### src/rtl/edp_muldiv_seq_if.sv
// EDP multiply/divide sequencer bundle: requests and
// EDP feedback in, datapath control strobes out.
interface edp_muldiv_seq_if;
  logic       start;
  logic       opDiv;
  logic       abort;
  logic       mq35;
  logic       arSign;
  logic       busy;
  logic       done;
  logic [0:5] stepCount;
  logic [0:6] CRAM_AD;
  logic [0:2] CRAM_ADB;
  logic       CRAM_BRload;
  logic [0:2] CTL_ARL_SEL;
  logic [0:2] CTL_ARR_SEL;
  logic       CTL_AR00to08load;
  logic       CTL_AR09to17load;
  logic       CTL_ARRload;
  logic       CTL_AR00to11clr;
  logic       CTL_AR12to17clr;
  logic       CTL_ARRclr;
  logic [0:1] CTL_MQ_SEL;
  logic       CTL_ADlong;

  modport master (
    output start, opDiv, abort,
    output mq35, arSign,
    input  busy, done, stepCount,
    input  CRAM_AD, CRAM_ADB, CRAM_BRload,
    input  CTL_ARL_SEL, CTL_ARR_SEL,
    input  CTL_AR00to08load, CTL_AR09to17load,
    input  CTL_ARRload,
    input  CTL_AR00to11clr, CTL_AR12to17clr,
    input  CTL_ARRclr,
    input  CTL_MQ_SEL, CTL_ADlong
  );

  modport slave (
    input  start, opDiv, abort,
    input  mq35, arSign,
    output busy, done, stepCount,
    output CRAM_AD, CRAM_ADB, CRAM_BRload,
    output CTL_ARL_SEL, CTL_ARR_SEL,
    output CTL_AR00to08load, CTL_AR09to17load,
    output CTL_ARRload,
    output CTL_AR00to11clr, CTL_AR12to17clr,
    output CTL_ARRclr,
    output CTL_MQ_SEL, CTL_ADlong
  );
endinterface

### src/rtl/edp_muldiv_seq.sv
// Shift-add multiply / non-restoring divide microstep
// sequencer driving EDP controls one step per clock.
module edp_muldiv_seq #(
  parameter int unsigned STEPS     = 36,
  parameter logic [6:0]  AD_A      = 7'o37,
  parameter logic [6:0]  AD_APB    = 7'o06,
  parameter logic [6:0]  AD_AMB    = 7'o31,
  parameter logic [2:0]  SEL_ADSHR = 3'd2,
  parameter logic [2:0]  SEL_ADSHL = 3'd3,
  parameter logic [2:0]  SEL_AD    = 3'd4,
  parameter logic [1:0]  MQ_SHR    = 2'd1,
  parameter logic [1:0]  MQ_SHL    = 2'd2
) (
  input logic eboxClk,
  input logic eboxReset_n,
  edp_muldiv_seq_if.slave bus
);

  typedef enum logic [2:0] {
    IDLE,
    LOAD,
    STEP,
    FIX,
    DONE
  } state_t;

  localparam logic [5:0] LAST = 6'(STEPS - 1);

  state_t     state_q, state_d;
  logic [5:0] cnt_q, cnt_d;
  logic       op_q, op_d;

  always_comb begin
    state_d = state_q;
    cnt_d   = cnt_q;
    op_d    = op_q;
    if (bus.abort && state_q != IDLE) begin
      state_d = IDLE;
      cnt_d   = 6'd0;
    end else begin
      unique case (state_q)
        IDLE: begin
          if (bus.start && !bus.abort) begin
            op_d    = bus.opDiv;
            state_d = LOAD;
          end
        end
        LOAD: begin
          cnt_d   = 6'd0;
          state_d = STEP;
        end
        STEP: begin
          if (cnt_q == LAST)
            state_d = op_q ? FIX : DONE;
          else
            cnt_d = cnt_q + 6'd1;
        end
        FIX:  state_d = DONE;
        DONE: begin
          state_d = IDLE;
          cnt_d   = 6'd0;
        end
        default: begin
          state_d = IDLE;
          cnt_d   = 6'd0;
        end
      endcase
    end
  end

  always_ff @(posedge eboxClk or negedge eboxReset_n) begin
    if (!eboxReset_n) begin
      state_q <= IDLE;
      cnt_q   <= 6'd0;
      op_q    <= 1'b0;
    end else begin
      state_q <= state_d;
      cnt_q   <= cnt_d;
      op_q    <= op_d;
    end
  end

  logic [6:0] ad;
  logic       use_b;
  logic       br_ld;
  logic [2:0] ar_sel;
  logic       ar_ld;
  logic       ar_clr;
  logic [1:0] mq_sel;
  logic       ad_long;
  logic       done_p;

  // Abort kills the controls in the very cycle it is seen.
  always_comb begin
    ad      = 7'd0;
    use_b   = 1'b0;
    br_ld   = 1'b0;
    ar_sel  = 3'd0;
    ar_ld   = 1'b0;
    ar_clr  = 1'b0;
    mq_sel  = 2'd0;
    ad_long = 1'b0;
    done_p  = 1'b0;
    if (!bus.abort) begin
      unique case (state_q)
        LOAD: begin
          br_ld  = 1'b1;
          ar_clr = !op_q;
        end
        STEP: begin
          ar_ld   = 1'b1;
          ad_long = 1'b1;
          if (op_q) begin
            ad     = bus.arSign ? AD_APB : AD_AMB;
            use_b  = 1'b1;
            ar_sel = SEL_ADSHL;
            mq_sel = MQ_SHL;
          end else begin
            ad     = bus.mq35 ? AD_APB : AD_A;
            use_b  = bus.mq35;
            ar_sel = SEL_ADSHR;
            mq_sel = MQ_SHR;
          end
        end
        FIX: begin
          if (bus.arSign) begin
            ad     = AD_APB;
            use_b  = 1'b1;
            ar_sel = SEL_AD;
            ar_ld  = 1'b1;
          end
        end
        DONE:    done_p = 1'b1;
        default: done_p = 1'b0;
      endcase
    end
  end

  assign bus.busy             = (state_q != IDLE);
  assign bus.done             = done_p;
  assign bus.stepCount        = cnt_q;
  assign bus.CRAM_AD          = ad;
  assign bus.CRAM_ADB         = use_b ? 3'd2 : 3'd0;
  assign bus.CRAM_BRload      = br_ld;
  assign bus.CTL_ARL_SEL      = ar_sel;
  assign bus.CTL_ARR_SEL      = ar_sel;
  assign bus.CTL_AR00to08load = ar_ld;
  assign bus.CTL_AR09to17load = ar_ld;
  assign bus.CTL_ARRload      = ar_ld;
  assign bus.CTL_AR00to11clr  = ar_clr;
  assign bus.CTL_AR12to17clr  = ar_clr;
  assign bus.CTL_ARRclr       = ar_clr;
  assign bus.CTL_MQ_SEL       = mq_sel;
  assign bus.CTL_ADlong       = ad_long;

endmodule
### src/flat_wrapper.sv
// flat-port wrapper written by rule: the top's interface ports become plain ports
module edp_muldiv_seq_flat 
#(
  parameter int unsigned STEPS     = 36,
  parameter logic [6:0]  AD_A      = 7'o37,
  parameter logic [6:0]  AD_APB    = 7'o06,
  parameter logic [6:0]  AD_AMB    = 7'o31,
  parameter logic [2:0]  SEL_ADSHR = 3'd2,
  parameter logic [2:0]  SEL_ADSHL = 3'd3,
  parameter logic [2:0]  SEL_AD    = 3'd4,
  parameter logic [1:0]  MQ_SHR    = 2'd1,
  parameter logic [1:0]  MQ_SHL    = 2'd2
)
  (eboxClk, eboxReset_n, bus_start, bus_opDiv, bus_abort, bus_mq35, bus_arSign, bus_busy, bus_done, bus_stepCount, bus_CRAM_AD, bus_CRAM_ADB, bus_CRAM_BRload, bus_CTL_ARL_SEL, bus_CTL_ARR_SEL, bus_CTL_AR00to08load, bus_CTL_AR09to17load, bus_CTL_ARRload, bus_CTL_AR00to11clr, bus_CTL_AR12to17clr, bus_CTL_ARRclr, bus_CTL_MQ_SEL, bus_CTL_ADlong);
  edp_muldiv_seq_if bus_i ();
  input logic eboxClk;
  input logic eboxReset_n;
  input wire logic [$bits(bus_i.start)-1:0] bus_start;
  input wire logic [$bits(bus_i.opDiv)-1:0] bus_opDiv;
  input wire logic [$bits(bus_i.abort)-1:0] bus_abort;
  input wire logic [$bits(bus_i.mq35)-1:0] bus_mq35;
  input wire logic [$bits(bus_i.arSign)-1:0] bus_arSign;
  output wire logic [$bits(bus_i.busy)-1:0] bus_busy;
  output wire logic [$bits(bus_i.done)-1:0] bus_done;
  output wire logic [$bits(bus_i.stepCount)-1:0] bus_stepCount;
  output wire logic [$bits(bus_i.CRAM_AD)-1:0] bus_CRAM_AD;
  output wire logic [$bits(bus_i.CRAM_ADB)-1:0] bus_CRAM_ADB;
  output wire logic [$bits(bus_i.CRAM_BRload)-1:0] bus_CRAM_BRload;
  output wire logic [$bits(bus_i.CTL_ARL_SEL)-1:0] bus_CTL_ARL_SEL;
  output wire logic [$bits(bus_i.CTL_ARR_SEL)-1:0] bus_CTL_ARR_SEL;
  output wire logic [$bits(bus_i.CTL_AR00to08load)-1:0] bus_CTL_AR00to08load;
  output wire logic [$bits(bus_i.CTL_AR09to17load)-1:0] bus_CTL_AR09to17load;
  output wire logic [$bits(bus_i.CTL_ARRload)-1:0] bus_CTL_ARRload;
  output wire logic [$bits(bus_i.CTL_AR00to11clr)-1:0] bus_CTL_AR00to11clr;
  output wire logic [$bits(bus_i.CTL_AR12to17clr)-1:0] bus_CTL_AR12to17clr;
  output wire logic [$bits(bus_i.CTL_ARRclr)-1:0] bus_CTL_ARRclr;
  output wire logic [$bits(bus_i.CTL_MQ_SEL)-1:0] bus_CTL_MQ_SEL;
  output wire logic [$bits(bus_i.CTL_ADlong)-1:0] bus_CTL_ADlong;
  assign bus_i.start = bus_start;
  assign bus_i.opDiv = bus_opDiv;
  assign bus_i.abort = bus_abort;
  assign bus_i.mq35 = bus_mq35;
  assign bus_i.arSign = bus_arSign;
  assign bus_busy = bus_i.busy;
  assign bus_done = bus_i.done;
  assign bus_stepCount = bus_i.stepCount;
  assign bus_CRAM_AD = bus_i.CRAM_AD;
  assign bus_CRAM_ADB = bus_i.CRAM_ADB;
  assign bus_CRAM_BRload = bus_i.CRAM_BRload;
  assign bus_CTL_ARL_SEL = bus_i.CTL_ARL_SEL;
  assign bus_CTL_ARR_SEL = bus_i.CTL_ARR_SEL;
  assign bus_CTL_AR00to08load = bus_i.CTL_AR00to08load;
  assign bus_CTL_AR09to17load = bus_i.CTL_AR09to17load;
  assign bus_CTL_ARRload = bus_i.CTL_ARRload;
  assign bus_CTL_AR00to11clr = bus_i.CTL_AR00to11clr;
  assign bus_CTL_AR12to17clr = bus_i.CTL_AR12to17clr;
  assign bus_CTL_ARRclr = bus_i.CTL_ARRclr;
  assign bus_CTL_MQ_SEL = bus_i.CTL_MQ_SEL;
  assign bus_CTL_ADlong = bus_i.CTL_ADlong;
  edp_muldiv_seq #(.STEPS(STEPS), .AD_A(AD_A), .AD_APB(AD_APB), .AD_AMB(AD_AMB), .SEL_ADSHR(SEL_ADSHR), .SEL_ADSHL(SEL_ADSHL), .SEL_AD(SEL_AD), .MQ_SHR(MQ_SHR), .MQ_SHL(MQ_SHL)) u_core (.eboxClk(eboxClk), .eboxReset_n(eboxReset_n), .bus(bus_i));
endmodule
### config.mk
export PLATFORM = sky130hd
export DESIGN_NAME = edp_muldiv_seq_flat
export DESIGN_NICKNAME = d
export VERILOG_FILES = /design/src/rtl/edp_muldiv_seq_if.sv /design/src/rtl/edp_muldiv_seq.sv /design/src/flat_wrapper.sv
export SDC_FILE = /design/constraint.sdc
export NUM_CORES = 1
export LEC_CHECK = 0
export ABC_AREA = 1
export CELL_PAD_IN_SITES_DETAIL_PLACEMENT = 1
export CELL_PAD_IN_SITES_GLOBAL_PLACEMENT = 2
export CORE_ASPECT_RATIO = 0.75
export CORE_MARGIN = 4
export CORE_UTILIZATION = 21
export DETAILED_ROUTE_END_ITERATION = 10
export GPL_ROUTABILITY_DRIVEN = 0
export GPL_TIMING_DRIVEN = 0
export PLACE_DENSITY = 0.94
export SYNTH_ARGS = -nofsm -noshare
export SYNTH_HDL_FRONTEND = slang
export SYNTH_SLANG_ARGS = --single-unit
### constraint.sdc
create_clock -name eboxClk -period 2.9 [get_ports eboxClk]
set_clock_uncertainty 0.15 [all_clocks]
set_input_delay 0.435 -clock eboxClk [delete_from_list [all_inputs] [get_ports eboxClk]]
set_output_delay 0.435 -clock eboxClk [all_outputs]
set_load 0.005 [all_outputs]
; Word-level counts from Yosys, hierarchy flattened
; Index checks and enable logic that the tools add are counted.
[totals]
ff_bits = 10
in_bits = 7
out_inout_bits = 34
word_cells = 60
[op_classes]
n_addsub = 1
eq_ne = 9
mux = 36
n_bitwise = 1
reduce_logical = 10
[op_table]
columns = op, count
row1 = 2-to-1 mux 3 bit, 7
row2 = 2-to-1 mux 7 bit, 2
row3 = one-hot mux 7 bit (2 select lines), 1
row4 = 2-to-1 mux 1 bit, 13
row5 = 2-to-1 mux 6 bit, 2
row6 = one-hot mux 3 bit (4 select lines), 1
row7 = one-hot mux 6 bit (2 select lines), 1
row8 = 2-to-1 mux 5 bit, 2
row9 = 2-to-1 mux 2 bit, 4
row10 = adder 6 x 1 -> 6 bit (second input constant), 1
row11 = == test 3 x 2 -> 1 bit (second input constant), 2
row12 = == test 6 bit (second input constant), 1
row13 = inequality test 3 x 1 -> 1 bit (second input constant), 2
row14 = one-hot mux 3 bit (2 select lines), 1
row15 = one-hot mux 1 bit (2 select lines), 2
row16 = AND reduction 2 bit, 2
row17 = == test 3 x 1 -> 1 bit (second input constant), 1
row18 = == test 3 bit (second input constant), 1
row19 = logical NOT 3 bit, 1
row20 = inequality test 3 x 2 -> 1 bit (second input constant), 1
row21 = AND reduction 3 bit, 1
row22 = nonzero test 3 bit, 1
row23 = logical AND 1 bit, 2
row24 = logical NOT 1 bit, 2
row25 = other kinds (3), 3

; Longest topological paths before layout
[logic_depth]
word_depth = 5
ltp_mapped = 7
depth_no_buf = 7

; Least setup slack after synthesis
; Ideal clock, no wire load.
[synth_timing]
path_type = input-to-output
startpoint = input bus_abort
endpoint = output bus_CRAM_AD[3]
arrival_time_ns = 1.274
t_required_ns = 2.315
path_slack_ns = 1.041
path_stages = 5
path_buffers = 2
cell_sequence = buf_2 nor2_2 nand2_1 o21ai_0 buf_4
[synth_between]
elab_chain_cells = 1
[synth_lines]
columns = item, line
row1 = "start, declared", flat_wrapper.sv:20  ; input wire logic [$bits(bus_i.abort)-1:0] bus_abort;
row2 = 2-to-1 mux 7 bit, edp_muldiv_seq.sv:104  ; if (!bus.abort) begin
row3 = "end, declared", flat_wrapper.sv:26  ; output wire logic [$bits(bus_i.CRAM_AD)-1:0] bus_CRAM_AD;
; Every way passes these cells.

; Final worst setup path
[layout_timing]
startpoint = register u_core.state_q[2]
endpoint = output bus_CRAM_AD[4]
[layout_between]
elab_chain_cells = 3
word_cells_on_any_way = 4
cone_classes = eq/ne (2) / mux (2)
[layout_lines]
columns = item, line
row1 = "start, declared", edp_muldiv_seq.sv:29  ; state_t state_q, state_d;
row2 = "start signal, assigned", edp_muldiv_seq.sv:77  ; state_q <= state_d;
row3 = == test 3 x 2 -> 1 bit, edp_muldiv_seq.sv:105  ; unique case (state_q)
row4 = one-hot mux 7 bit (2 select lines) (*), edp_muldiv_seq.sv:105
row5 = 2-to-1 mux 7 bit (*), edp_muldiv_seq.sv:104
; Every way passes the cells marked *; elsewhere a longest branch is shown, timed or not.

==> impl_metrics.toml <==
[timing]
hold_viol = 0
clock.fmax_mhz = 377.8
setup_repair_after_global_routing_missed_its_margin = "no"
finalMaxSlewViolations = 0
finalSetupViolations = 0
timing.final.crit_share_pct = 91.28
finalSetupTns_ps = 0
timing.final.crit_period_ps = 2647

[power]
vdd_ir_max_mv = 0.2369
p_seq_share_pct = 27.6
pwr-share-clk_pct = 22.4
sw_power_mw = 0.2856
pwr_density_mw_per_mm2 = 574.8
leakagePower_nw = 0.6554
switching_share_pct = 37.54
intPower_mw = 0.4752
power.combinational.fraction_pct = 50.0
power_mw = 0.7609

[setup_path]
r2r-start = "u_core.bus.stepCount[5]"
worst_r2r_endpoint = "u_core.bus.stepCount[4]"
arrival_ps = 2060
rrSetupSlack_ps = 1230
worstPathRequired_ps = 2320
timing.reg2reg.worst_path_depth = 7
path_class = "reg2out"
crit_path_end_kind = "output pin"
startpoint_type = "flop"
worstPathMaxFanout = 5

[cells_and_area]
antenna_cells = 0
area.growth.synth_to_final_pct = 57.21
drive_gt1_share_pct = 18.13
final_nets = 180

[floorplanning]
die_outline_area_mm2 = 0.005098
floorplan.rows = 19
design.portCount = 41
die_height_um = 62.84
dieWidth_um = 81.12
design.core.area_mm2 = 0.003756
initial_standard_cell_utilization_of_the_core_pct = 22.42

[grt]
grt_first_pass_wirelength_um = 4140
grt_start_max_net_pins = 11
via_count_of_the_first_global_routing_pass = 882
global_route.overflow_total = 0
number_of_antenna_violations_at_the_first_check_in_global_routing = 0
globalRouteTotalUtil_pct = 10.24

[synth]
synth_warnings = 0
postSynthCellCount = 129
yosys-top-cells-count = "sky130_fd_sc_hd__nand2_1, sky130_fd_sc_hd__buf_4, sky130_fd_sc_hd__inv_1, sky130_fd_sc_hd__nor2_1, sky130_fd_sc_hd__nand3_1"
synth_cell_type_count = 20
synthDominantCellAreaShare_pct = 29.72
synth-edff-count = 0
post_synthesis_sequential_element_count = 10
yosys-top-cells-area = "sky130_fd_sc_hd__dfrtp_1, sky130_fd_sc_hd__buf_4, sky130_fd_sc_hd__nand2_1, sky130_fd_sc_hd__nand3_1, sky130_fd_sc_hd__inv_1"
synthMostInstantiatedCell = "sky130_fd_sc_hd__nand2_1"
mappedNetlistArea_um2 = 842.1
post_synth.cell_area_avg_um2 = 6.528
primary_ff_master_synth = "sky130_fd_sc_hd__dfrtp_1"
yosysTopAreaCell = "sky130_fd_sc_hd__dfrtp_1"
async_flop_share_pct = 100.0
synth_seq_area_share_pct = 29.72

[clocking]
htreeDepth = 1
cts_root_buf = "sky130_fd_sc_hd__clkbuf_8"
tritoncts_num_sinks = 10
clock_tree.buffer_depth = 2
numCtsBuffers = 3
clock_tree_from_tritoncts = "done"
post_cts.repair.setup_buffers = 0
worst_setup_hold_path_clk_slew_ps = 50
postCtsResizedCells = 0
cts_hold_repair.buffers = 0
clk_latency_ps = 230

[placed_design]
place.detailed.hpwl_um = 2181
port_buffers = 35

[route]
detail_route.iter0.violations = 43
routed_wirelength_um = 2582
number_of_nets_with_antenna_violations_after_detailed_routing = 0
post_drt_wl_per_cell_um = 11.58
route.vias.total = 919
remaining_drc_errors = 0
drt_first_pass_iters = 2
routed_via_density = 4.121

[run]
drv_cap = 0

[worst_hold_path]
hp-class = "in2async"

[outcome]
run_status = "finished, final reports clean"
cell type report:
| type | instances | area [um2] |
|---|---|---|
| sequential | 10 | 250.2 |
| multi-input combinational | 87 | 406.6 |
| tap | 52 | 65.06 |
| buffer | 18 | 132.6 |
| timing repair buffer | 35 | 350.3 |
| clock buffer | 4 | 55.05 |
| fill | 501 | 2432 |
| inverter | 17 | 63.81 |
layer usage:
metal	vias up	routed length [um]	track usage, %
met4	0	31	3.797
li1	469	-	-
met5	-	0	0
met3	4	134	2.017
met2	20	1255	17.73
met1	426	1161	12.31
registers in the layout, indices dropped and copies added, names as in the netlist:
| register | flops |
|---|---|
| u_core.op_q | 1 |
| u_core.bus.stepCount | 6 |
| u_core.state_q | 3 |
how the worst max path moves through the flow:
stage | endpoint | cells after the start | slack (ps) | start
2_1_floorplan | bus_CRAM_AD[3] | 5 | 1040 | bus_abort
3_3_place_gp | bus_CRAM_AD[3] | 6 | 470 | bus_abort
3_5_place_dp | bus_CRAM_AD[4] | 6 | 450 | bus_abort
4_1_cts | bus_CRAM_AD[4] | 7 | 240 | u_core.state_q[2]
5_1_grt | bus_CRAM_AD[2] | 7 | 70 | u_core.state_q[2]
6_report | bus_CRAM_AD[4] | 7 | 250 | u_core.state_q[2]
logic make-up (layout without fill, tap and decap cells):
| kind of cell | after synthesis | in the layout | share of synthesized area [%] |
|---|---|---|---|
| AND/OR/NAND/NOR | 74 | 74 | 40.27 |
| buffers and inverters | 35 | 74 | 23.33 |
| flip-flops | 10 | 10 | 29.72 |
| AO/OA/AOI/OAI | 8 | 8 | 4.755 |
| adder cells (fa/ha/maj) | 1 | 1 | 1.486 |
| other | 1 | 4 | 0.4453 |
per-stage QoR:
step	hold WS (ps)	setup WS (ps)	instances	cell area, um2	util (%)
after global placement	422.4	469.1	219	1269	33.78
after detailed placement	436.1	445.9	219	1269	33.78
after CTS	385.1	238.7	223	1324	35.24
after floorplan	-10.59	1041	132	853.3	-
final	370.6	252.8	223	1324	35.24
after global routing	398.8	70.74	223	1324	35.24
power by group through the flow:
stage / Combinational, mW / Clock [mW] / Sequential (mW)
floorplan: 0.214 / 0 / 0.197
global placement: 0.374 / 0 / 0.208
detailed placement: 0.386 / 0 / 0.211
CTS: 0.388 / 0.177 / 0.209
global route: 0.426 / 0.186 / 0.215
finish: 0.381 / 0.170 / 0.210
cells in the final DEF (no fill, tap or decap):
master                            count
sky130_fd_sc_hd__inv_1               16
sky130_fd_sc_hd__a21oi_1              2
sky130_fd_sc_hd__ha_1                 1
sky130_fd_sc_hd__or2_0                1
sky130_fd_sc_hd__buf_2                1
sky130_fd_sc_hd__nor2_2               2
sky130_fd_sc_hd__nand2_1             30
sky130_fd_sc_hd__clkbuf_8             4
sky130_fd_sc_hd__nand4_1              4
sky130_fd_sc_hd__inv_2                1
sky130_fd_sc_hd__nand2_2              4
sky130_fd_sc_hd__nor2_4               1
sky130_fd_sc_hd__clkdlybuf4s50_1     35
sky130_fd_sc_hd__o21ai_0              6
sky130_fd_sc_hd__nor3_1               1
sky130_fd_sc_hd__buf_4               17
sky130_fd_sc_hd__nand3_2              1
sky130_fd_sc_hd__nand3_1             13
sky130_fd_sc_hd__nor2_1              16
sky130_fd_sc_hd__nor4_1               1
sky130_fd_sc_hd__conb_1               4
sky130_fd_sc_hd__dfrtp_1             10
critical path, stage by stage, from the launching register on:
cell and delay (ps):
sky130_fd_sc_hd__dfrtp_1 370, sky130_fd_sc_hd__inv_1 140, sky130_fd_sc_hd__nand2_1 80, sky130_fd_sc_hd__nor2_2 170, sky130_fd_sc_hd__nand2_1 120, sky130_fd_sc_hd__o21ai_0 290
sky130_fd_sc_hd__buf_4 170, sky130_fd_sc_hd__clkdlybuf4s50_1 490
(Power assumes the default switching activity.)
==> variant: new RTL, same settings <==
Encoding of `state_t`: now Gray code (3 bits for 5 states).
--- a/src/rtl/edp_muldiv_seq.sv
+++ b/src/rtl/edp_muldiv_seq.sv
@@ -17,11 +17,11 @@
 );
 
   typedef enum logic [2:0] {
-    IDLE,
-    LOAD,
-    STEP,
-    FIX,
-    DONE
+    IDLE = 3'b000,
+    LOAD = 3'b001,
+    STEP = 3'b011,
+    FIX  = 3'b010,
+    DONE = 3'b110
   } state_t;
 
   localparam logic [5:0] LAST = 6'(STEPS - 1);
Behaviour: same outputs for any inputs over 10 cycles, from zero or initial values and one cycle with eboxReset_n low; not proved beyond that.
==> variant against the original RTL <==
- power is 9.0% higher
- setup slack got worse by 0.15 ns
- sequential power up 3%
- sequential cell count stayed put
- sequential share of layout area decreased by 0.61 points
- final area is 3.3% higher
- area after synthesis decreased by 1.3%
- routed wire length rose by 17%
- first-iteration DRC count up 40%
- largest power group unchanged
==> variant: results (changes against the original RTL) <==
Post-Route WL = 3013 um (was 2582 um)
reg2reg start = u_core.state_q[2] (was u_core.bus.stepCount[5])
first-pass GRT wire length = 4885 um (was 4140 um)
Iter 0 DRT Violations = 60 (was 43)
pin count of the biggest net entering global routing = 11 (unchanged)
# diodes = 0 (unchanged)
vias per inst = 4.250 (was 4.121)
DP Cell Count = 204 (was 219)
dpl hpwl = 2351 um (was 2181 um)
Final Non-Filler Cells = 212 (was 223)
Fillers = 457 (was 501)
post-synthesis sequential area ratio = 30.12% (was 29.72%)
Pre-antenna DRT Iters = 4 (was 2)
Arr. time, crit path = 2.21 ns (was 2.06 ns)
Global Route Usage Sum = 12.27% (was 10.24%)
reg-to-reg endpoint = u_core.bus.stepCount[1] (was u_core.bus.stepCount[4])
met3 Track Usage GR = 2.305% (was 2.017%)
vias in the first global route = 966 (was 882)
met2 wire len = 1644 um (was 1255 um)
DRT met1 WL = 1261 um (was 1161 um)
status = complete, no violations (unchanged)
synth unique cells = 23 (was 20)
Setup Fix Bufs, Post-CTS = 2 (was 0)
Layout Nets = 169 (was 180)
Pleak = 0.0006493 uW (was 0.0006554 uW)
most frequent cells after synthesis = 18 x nand2_1, 15 x buf_4, 14 x nor2_1 (was 30 x nand2_1, 17 x buf_4, 16 x inv_1, 16 x nor2_1, 13 x nand3_1)
wire length on met3 = 77 um (was 134 um)
reg2reg path depth = 8 (was 7)
maximum VDD drop = 0.0002911 V (was 0.0002369 V)
switch share = 41.65% (was 37.54%)
Synth area leaders = dfrtp_1 30%, buf_4 14%, nand2_1 8.1% (was dfrtp_1 30%, buf_4 15%, nand2_1 13%)
layout cells sized above 1 = 26.25% (was 18.13%)
max cap viols = 0 (unchanged)
port buffer count = 36 (was 35)
met1 usage = 14.55% (was 12.31%)
total CTS buffers = 3 (unchanged)
Hold Crit Class = input pin to asynchronous set/reset pin (unchanged)
Reg2Reg Setup Slack = 1.25 ns (was 1.23 ns)
Avg Cell Area, Syn = 7.352 sq um (was 6.528 sq um)
Max FO, Critical Path = 6 (was 5)
Setup WS pre-CTS = -0.005208 ns (was 0.4459 ns)
grt met2 use = 22.62% (was 17.73%)
WHS = 0.3904 ns (was 0.3706 ns)
variant: cell type report:
type                            instances  share of cell area, %
Inverter                               17                  4.666
Multi-Input combinational cell         74                  31.47
Timing Repair Buffer                   40                  28.55
Tap cell                               52                  4.758
Sequential cell                        10                  18.30
Buffer                                 15                  8.234
Clock buffer                            4                  4.026
variant: cell families (layout without fill, tap and decap cells):
logic type	after synthesis	after routing	share of synthesized area [%]
AND/OR/NAND/NOR	54	54	34.04
adder cells (fa/ha/maj)	1	1	1.506
flip-flops	10	10	30.12
other	1	4	0.4514
buffers and inverters	32	76	21.24
AO/OA/AOI/OAI	15	15	12.65
variant: power by group through the flow:
stage          clock [uW]  combinational [uW]  sequential, uW
2_1_floorplan           0                 240             199
3_3_place_gp            0                 401             208
3_5_place_dp            0                 416             210
4_1_cts               182                 425             208
5_1_grt               188                 473             219
6_report              181                 432             216
variant: critical path: cells and delay by family:
kind,cells,cell delay (ns)
buf+inv,4,1.25
compound gates,1,0.15
simple gates,3,0.37
variant: how the worst max path moves through the flow:
stage | startpoint | end | slack, ns | cells after the start
6_report | bus_abort | bus_CRAM_AD[2] | 0.10 | 8
5_1_grt | bus_abort | bus_CRAM_AD[2] | 0.02 | 8
4_1_cts | bus_abort | bus_CRAM_AD[2] | 0.02 | 8
3_5_place_dp | bus_abort | bus_CRAM_AD[2] | -0.005 | 8
3_3_place_gp | bus_abort | bus_CRAM_AD[4] | 0.07 | 8
2_1_floorplan | u_core.state_q[0] | bus_CRAM_AD[2] | 1.02 | 8
variant: through the flow:
stage | TNS (ns) | total power [uW] | instance area, sq um
finish | 0 | 829.5 | 1368
global placement | 0 | 609.2 | 1267
global route | 0 | 880.3 | 1368
floorplan | 0 | 439.2 | 842.1
CTS | 0 | 814.9 | 1338
detailed placement | -0.005208 | 626.4 | 1267
